## src/rtl/anim_frame_sequencer.sv

```systemverilog
// anim_frame_sequencer
//
// Frame-synchronous scroll-offset controller for the diagonal-line animation
// renderer. The horizontal offset advances only on vertical-blank pulses, so a
// displayed frame never tears. A small command port runs, pauses, single-steps
// or rewinds the animation.
//
// Optional feature: define ANIM_PINGPONG_EN to make the offset bounce between
// 0 and H_DISPLAY-1 instead of wrapping. Without the macro the offset wraps and
// no direction register exists.
//
// Ports:
//   clk_i          pixel clock, all logic on posedge
//   rst_i          synchronous active-high reset
//   vblank_start_i one-cycle pulse at the first non-display line
//   cmd_valid_i    command request
//   cmd_op_i       00 RUN, 01 PAUSE, 10 SINGLE_STEP, 11 REWIND
//   cmd_ready_o    command accepted when cmd_valid_i && cmd_ready_o
//   offset_o       current scroll offset, 0..H_DISPLAY-1
//   offset_upd_o   one-cycle pulse when the offset changes value or direction
//   running_o      high in the RUN state
//   frame_cnt_o    blank pulses since reset, wrapping
module anim_frame_sequencer #(
  parameter int unsigned H_DISPLAY = 640,
  parameter int unsigned STEP      = 1,
  parameter int unsigned FRAME_DIV = 1
) (
  input  logic        clk_i,
  input  logic        rst_i,
  input  logic        vblank_start_i,
  input  logic        cmd_valid_i,
  input  logic [1:0]  cmd_op_i,
  output logic        cmd_ready_o,
  output logic [9:0]  offset_o,
  output logic        offset_upd_o,
  output logic        running_o,
  output logic [15:0] frame_cnt_o
);

  localparam int unsigned DivW = (FRAME_DIV > 1) ? $clog2(FRAME_DIV) : 1;
  localparam logic [DivW-1:0] DivMax = DivW'(FRAME_DIV - 1);
  localparam logic [10:0] HDisp = 11'(H_DISPLAY);
  localparam logic [10:0] StepW = 11'(STEP);

  localparam logic [1:0] OpRun    = 2'b00;
  localparam logic [1:0] OpPause  = 2'b01;
  localparam logic [1:0] OpStep   = 2'b10;
  localparam logic [1:0] OpRewind = 2'b11;

  typedef enum logic [1:0] {
    StPaused   = 2'd0,
    StRun      = 2'd1,
    StStepPend = 2'd2
  } state_e;

  state_e          state_q, state_d;
  logic [9:0]      offset_q, offset_d;
  logic [DivW-1:0] div_q, div_d;
  logic [15:0]     frame_cnt_q, frame_cnt_d;
  logic            upd_q, upd_d;

  logic            cmd_acc;
  logic            advance;
  logic [10:0]     sum;
  logic [9:0]      adv_off;

`ifdef ANIM_PINGPONG_EN
  localparam logic [10:0] HTop2 = 11'(2 * (H_DISPLAY - 1));

  logic              dir_q, dir_d;
  logic              adv_dir;
  logic signed [11:0] diff;

  // Reflect off the top or bottom edge; direction flips only on an overshoot.
  always_comb begin
    sum     = {1'b0, offset_q} + StepW;
    diff    = $signed({2'b00, offset_q}) - $signed({1'b0, StepW});
    adv_off = offset_q;
    adv_dir = dir_q;
    if (!dir_q) begin
      if (sum > HDisp - 11'd1) begin
        adv_off = 10'(HTop2 - sum);
        adv_dir = 1'b1;
      end else begin
        adv_off = sum[9:0];
      end
    end else begin
      if (diff < 0) begin
        adv_off = 10'(-diff);
        adv_dir = 1'b0;
      end else begin
        adv_off = diff[9:0];
      end
    end
  end
`else
  always_comb begin
    sum     = {1'b0, offset_q} + StepW;
    adv_off = (sum >= HDisp) ? 10'(sum - HDisp) : sum[9:0];
  end
`endif

  assign cmd_ready_o = !rst_i && (state_q != StStepPend);
  assign cmd_acc     = cmd_valid_i && cmd_ready_o;

  // Blank pulse is evaluated against the current state first; an accepted
  // command then overrides the next state (and REWIND overrides any advance).
  always_comb begin
    state_d     = state_q;
    offset_d    = offset_q;
    div_d       = div_q;
    frame_cnt_d = frame_cnt_q + 16'(vblank_start_i);
    advance     = 1'b0;
`ifdef ANIM_PINGPONG_EN
    dir_d       = dir_q;
`endif

    if (vblank_start_i) begin
      unique case (state_q)
        StRun: begin
          if (div_q == DivMax) begin
            div_d   = '0;
            advance = 1'b1;
          end else begin
            div_d = div_q + DivW'(1);
          end
        end
        StStepPend: begin
          advance = 1'b1;
          state_d = StPaused;
        end
        default: ;
      endcase
    end

    if (advance) begin
      offset_d = adv_off;
`ifdef ANIM_PINGPONG_EN
      dir_d    = adv_dir;
`endif
    end

    if (cmd_acc) begin
      unique case (cmd_op_i)
        OpRun: begin
          if (state_q != StRun) begin
            state_d = StRun;
            div_d   = '0;
          end
        end
        OpPause:  state_d = StPaused;
        OpStep:   state_d = StStepPend;
        OpRewind: begin
          offset_d = '0;
          div_d    = '0;
`ifdef ANIM_PINGPONG_EN
          dir_d    = 1'b0;
`endif
        end
        default: ;
      endcase
    end

`ifdef ANIM_PINGPONG_EN
    upd_d = (offset_d != offset_q) || (dir_d != dir_q);
`else
    upd_d = (offset_d != offset_q);
`endif
  end

  always_ff @(posedge clk_i) begin
    if (rst_i) begin
      state_q     <= StPaused;
      offset_q    <= '0;
      div_q       <= '0;
      frame_cnt_q <= '0;
      upd_q       <= 1'b0;
`ifdef ANIM_PINGPONG_EN
      dir_q       <= 1'b0;
`endif
    end else begin
      state_q     <= state_d;
      offset_q    <= offset_d;
      div_q       <= div_d;
      frame_cnt_q <= frame_cnt_d;
      upd_q       <= upd_d;
`ifdef ANIM_PINGPONG_EN
      dir_q       <= dir_d;
`endif
    end
  end

  assign offset_o     = offset_q;
  assign offset_upd_o = upd_q;
  assign running_o    = (state_q == StRun);
  assign frame_cnt_o  = frame_cnt_q;

endmodule

```

## config.mk

```make
export PLATFORM = sky130hd
export DESIGN_NAME = anim_frame_sequencer
export DESIGN_NICKNAME = d
export VERILOG_FILES = /design/src/rtl/anim_frame_sequencer.sv
export SDC_FILE = /design/constraint.sdc
export NUM_CORES = 1
export LEC_CHECK = 0
export CAP_MARGIN = 5
export CELL_PAD_IN_SITES_DETAIL_PLACEMENT = 0
export CELL_PAD_IN_SITES_GLOBAL_PLACEMENT = 1
export CORE_ASPECT_RATIO = 0.8
export CORE_MARGIN = 10
export CORE_UTILIZATION = 34
export CTS_CLUSTER_DIAMETER = 60
export CTS_CLUSTER_SIZE = 10
export DETAILED_ROUTE_END_ITERATION = 10
export GPL_TIMING_DRIVEN = 1
export PLACE_DENSITY_LB_ADDON = 0.1
export SYNTH_ARGS = -nofsm -noshare
export SYNTH_HDL_FRONTEND = slang
export SYNTH_SLANG_ARGS = --single-unit
export TNS_END_PERCENT = 100
```

## constraint.sdc

```tcl
create_clock -name clk_i -period 2 [get_ports clk_i]
set_input_delay 0.4 -clock clk_i [delete_from_list [all_inputs] [get_ports clk_i]]
set_output_delay 0.4 -clock clk_i [all_outputs]
set_load 0.01 [all_outputs]
```

## Word level (Yosys, flattened, before mapping)

Cells that the tools add are included.

- Add/subtract/negate cells: 4
- Magnitude comparators: 1
- Equal/unequal tests: 8
- Multiplexer cells: 18
- Reduce and logical (&&, ||, !) cells: 4

Operators by type and width:

| kind | count |
|---|---|
| $mux W10 | 4 |
| $add A16 B1 Y16 | 1 |
| $add A10 B1 Y11 const B | 1 |
| $ge A11 B10 Y1 const B | 1 |
| $ne A10 B10 Y1 | 1 |
| $sub A10 B10 Y10 const B | 1 |
| $mux W2 | 4 |
| $mux W1 | 7 |
| $eq A2 B2 Y1 const B | 3 |
| $pmux W2 S3 | 1 |
| $eq A2 B1 Y1 const B | 2 |
| $pmux W1 S2 | 2 |
| $logic_and A1 B1 Y1 | 2 |
| $logic_not A2 Y1 | 1 |
| $ne A2 B1 Y1 const B | 1 |
| $ne A2 B2 Y1 const B | 1 |
| $add A1 B1 Y1 const B | 1 |
| $logic_not A1 Y1 | 1 |

- Flip-flop bits (word level): 30
- Bits of input ports: 6
- Output and inout bits: 29
- Logic and storage cells: 40

## Logic depth before layout (Yosys ltp)

- Word-level depth: 7
- Gate-level depth with buffers: 7
- Mapped depth without buffers: 6

## Worst setup path after synthesis

OpenSTA, ideal clock, no wires.

- Path type: register to register
- From: reg state_q[0]
- To: reg offset_q[6] (netlist: offset_o[6])
- Library setup time: 0.071 ns
- Arrival: 1.689 ns
- Required time: 1.929 ns
- Path slack: 0.240 ns
- Cell stages (with the launch flop): 7
- Buffers on the path: 0
- Cell sequence: dfxtp_1 > inv_1 > ha_1 > and2b_1 > o21ai_2 > or4_1 > a21oi_1

- Word-level cells in the longest chain between the ends: 6
- Elaborated cells on any way between the ends: 10
- Classes of those cells: eq/ne: 3; mux: 5; reduce/logical: 2

RTL lines:

| element | line | text |
|---|---|---|
| start, declared | 56 | `state_e state_q, state_d;` |
| start signal, assigned | 173 | `state_q <= StPaused;` |
| start signal, assigned | 182 | `state_q <= state_d;` |
| $eq A2 B2 Y1 / $eq A2 B1 Y1 (equally long branches) | 119 | `unique case (state_q)` |
| $pmux W1 S2 | 119 |  |
| $mux W1 | 118 | `if (vblank_start_i) begin` |
| $mux W10 | 136 | `if (advance) begin` |
| $mux W10 | 144 | `unique case (cmd_op_i)` |
| $mux W10 * | 143 | `if (cmd_acc) begin` |
| end signal, assigned | 183 | `offset_q <= offset_d;` |
| end, declared | 57 | `logic [9:0] offset_q, offset_d;` |

Mark *: on every way between the ends. The rest lies on a longest branch, timed or not.
A chain may end at the register's enable or synchronous reset.

## Worst setup path after layout

- From: reg state_q[0]
- To: out running_o

- Word-level cells in the longest chain between the ends: 1

RTL lines:

| element | line | text |
|---|---|---|
| $eq A2 B1 Y1 | 195 | `assign running_o = (state_q == StRun);` |
| end, declared | 36 | `output logic running_o,` |

Every way passes these cells.

==> results.json <==
{
  "path_cells": "ha_2, clkdlybuf4s50_1",
  "antenna_found_initial": 0,
  "syn-cell-area_sq_um": 1632,
  "drive_gt1_share_pct": 10.34,
  "period_share_pct": 93.42,
  "grt_pass1_vias": 1374,
  "placed_cell_area_sq_um": 2085,
  "first_iter_violations": 80,
  "drtAntennaViolNets": 0,
  "n_fill_cell": 453,
  "die_width_microns": 97.45,
  "postRouteWirelength_mm": 4.044,
  "wl_per_cell_microns": 13.85,
  "placed_cells": 284,
  "via_per_inst": 5.140,
  "core_sq_um": 4624,
  "regArea_sq_um": 600.6,
  "grt_max_degree": 23,
  "rows": 22,
  "setup_violations": 0,
  "netlist_instances": 190,
  "cts_max_level": 2,
  "p_leak_nw": 0.8179,
  "min_from": "div_q",
  "synth-main-ff-cell": "dfxtp_1",
  "syn_area_per_cell_sq_um": 8.587,
  "slowest_stage": "clkdlybuf4s50_1",
  "postLayoutCellArea_sq_um": 2177,
  "synth_seq_cells": 30,
  "diodes": 0,
  "cts.sinks": 30,
  "critPathArrivalTime_ns": 1.47,
  "critical_path_class": "flop to output port",
  "async_reset_ff_share_pct": 0,
  "power.density_nw_per_um2": 548.2,
  "syn2layout_area_growth_pct": 33.44,
  "synth_common_cells": "30 x dfxtp_1, 19 x nor2_1, 13 x xor2_1",
  "hold-worst-slack_ns": 0.4641,
  "cts.hold.buffers_added": 0,
  "clk_path_buf_depth": 2,
  "clock_latency_ns": 0.28,
  "seq_area_frac_synth_pct": 36.81,
  "clkTransAtPathRegs_ns": 0.06,
  "r2r_slack_ns": 0.22,
  "overflow": 0,
  "hold_path.class": "flop to flop",
  "finalHoldViolations": 0,
  "reg2regPathDepth": 6,
  "cp-end-kind": "output port",
  "worst-path-max-fanout": 6,
  "root_buffer": "clkbuf_8",
  "grt_first_pass_wirelength_mm": 6.844,
  "dp.final_hpwl_mm": 3.119,
  "fin_nets": 247,
  "drtPass1Iterations": 4,
  "maxSlewViolCount": 0,
  "yosysWarningCount": 0,
  "worstSetupStartpointType": "flop",
  "synth_nets": 206,
  "synth_edf_count": 0,
  "relSlewSlack_pct": 72.16,
  "floorplan.die_area_sq_um": 7987,
  "ys_types": 43,
  "synth_top_cell_by_area": "dfxtp_1",
  "die_h_microns": 81.96,
  "multi_input_area_sq_um": 962.2,
  "run_status": "finished clean",
  "max_cap_viol_count": 0,
  "numPortBuffers": 34,
  "rsz0062_at_grt": "no",
  "start_util_pct": 35.28,
  "fin_crit_ns": 1.868,
  "io_pins": 35,
  "critPathMaxStageDelay_ns": 0.56,
  "dr_total_vias": 1501,
  "fin_cells": 292,
  "max_freq_mhz": 535.2,
  "grt_usage_pct": 10.34,
  "drc_errors": 0,
  "cts_made_buffers": 5,
  "worst_pin_slew_ns": 0.4138,
  "min_to": "div_q",
  "worstReg2RegStart": "state_q[0]",
  "synth_top_area_share_pct": 36.81,
  "cts_setup_buffers": 0,
  "clock_skew_ns": 0.006451,
  "gp_congestion": 0.8158,
  "synth_area_leaders": "dfxtp_1 37%, ha_1 7.7%, xor2_1 7.0%, nor2_1 4.4%, a21oi_1 3.4%",
  "worstReg2RegEnd": "offset_o[6]",
  "cts_tree": "done",
  "synth_most_common_cell": "dfxtp_1",
  "cp.required_ns": 1.60,
  "fin_setup_tns_ns": 0,
  "vdd_drop_max_mv": 0.3162,
  "hold_depth": 2
}
## where the power goes
group	switching (W)	leakage, nW	internal, W	total, W
Combinational	0.0000438	0.528	0.0000434	0.0000872
Sequential	0.00000610	0.242	0.000604	0.000611
Clock	0.000219	0.0482	0.000277	0.000496
## cells in the final DEF, fill, tap and decap left out, types with 2 or more instances in the layout
| master | instances |
|---|---|
| and2b_1 | 2 |
| nand2_1 | 9 |
| nor4_1 | 3 |
| nand3b_1 | 2 |
| nand4_1 | 8 |
| xor2_1 | 13 |
| o2111ai_1 | 2 |
| xnor2_1 | 2 |
| or3_1 | 4 |
| nand2b_1 | 2 |
| mux2i_1 | 3 |
| clkdlybuf4s50_1 | 33 |
| a21oi_1 | 11 |
| nor2b_1 | 3 |
| o211ai_1 | 3 |
| clkbuf_8 | 6 |
| ha_1 | 9 |
| nor2_1 | 19 |
| a31oi_1 | 3 |
| and2_1 | 2 |
| a211o_1 | 2 |
| inv_1 | 7 |
| or4_1 | 3 |
| and3_1 | 5 |
| buf_4 | 11 |
| dfxtp_1 | 30 |
| nor3_1 | 2 |
| o21ai_0 | 6 |
| nand3_1 | 9 |
## worst max path at each step
| stage | end | slack (ns) | start |
|---|---|---|---|
| after detailed placement | offset_o[6] | 0.04 | vblank_start_i |
| after global placement | offset_o[6] | 0.07 | vblank_start_i |
| final | running_o | 0.13 | state_q[0] |
| after global routing | running_o | 0.04 | state_q[0] |
| after CTS | running_o | 0.05 | state_q[0] |
| after floorplan | offset_o[6] | 0.24 | state_q[0] |
## registers in the layout (all words and copies together) (netlist names)
register,flops
offset_upd_o,1
offset_o,10
div_q,1
state_q,2
frame_cnt_o,16
## worst max-delay path, delay by kind of cell, from the launching register on
kind       cells  cell delay [ns]
buf+inv        1             0.56
flops          1             0.38
fa+ha+maj      1             0.26
## layer usage
metal  global-route usage (%)  vias up  share of wire (%)
met1                    14.05      686                 52
li1                         -      766                  -
met4                    3.478        0                1.2
met3                    4.362        7                6.7
met5                        0        -                  0
met2                    14.24       42                 40
## logic make-up (layout without fill, tap and decap cells)
| kind of cell | Yosys count | count (layout) | share of synthesized area, % |
|---|---|---|---|
| mux | 3 | 3 | 1.841 |
| buf+inv | 18 | 60 | 4.371 |
| flops | 30 | 30 | 36.81 |
| fa+ha+maj | 10 | 10 | 7.669 |
| xor+xnor | 15 | 15 | 8.052 |
| simple gates | 78 | 78 | 26.76 |
| compound gates | 36 | 36 | 14.50 |
## cell type report
| type | count | share of cell area, % |
|---|---|---|
| well taps | 60 | 3.448 |
| flip-flops and latches | 30 | 27.59 |
| inverters | 7 | 1.207 |
| multi-input cells | 142 | 44.20 |
| clock inverters | 1 | 0.2299 |
| repair buffers | 45 | 19.37 |
| clock buffers | 7 | 3.966 |
## what timing repair did
item                                    4_1_cts  5_1_grt
endpoints found under the hold margin         0        0
cloned                                        0        0
endpoints found under the setup margin        1        1
pin swaps                                     0        0
resized for setup                             1        1
## through the flow
stage,worst slack [ns],power [W],util (%)
finish,0.1316,0.001193,47.08
global route,0.04343,0.001248,47.08
CTS,0.04887,0.001208,47.02
detailed placement,0.03575,0.0007125,45.08
global placement,0.06754,0.0007115,45.08
floorplan,0.2404,0.0006672,-
(Power assumes the default switching activity.)
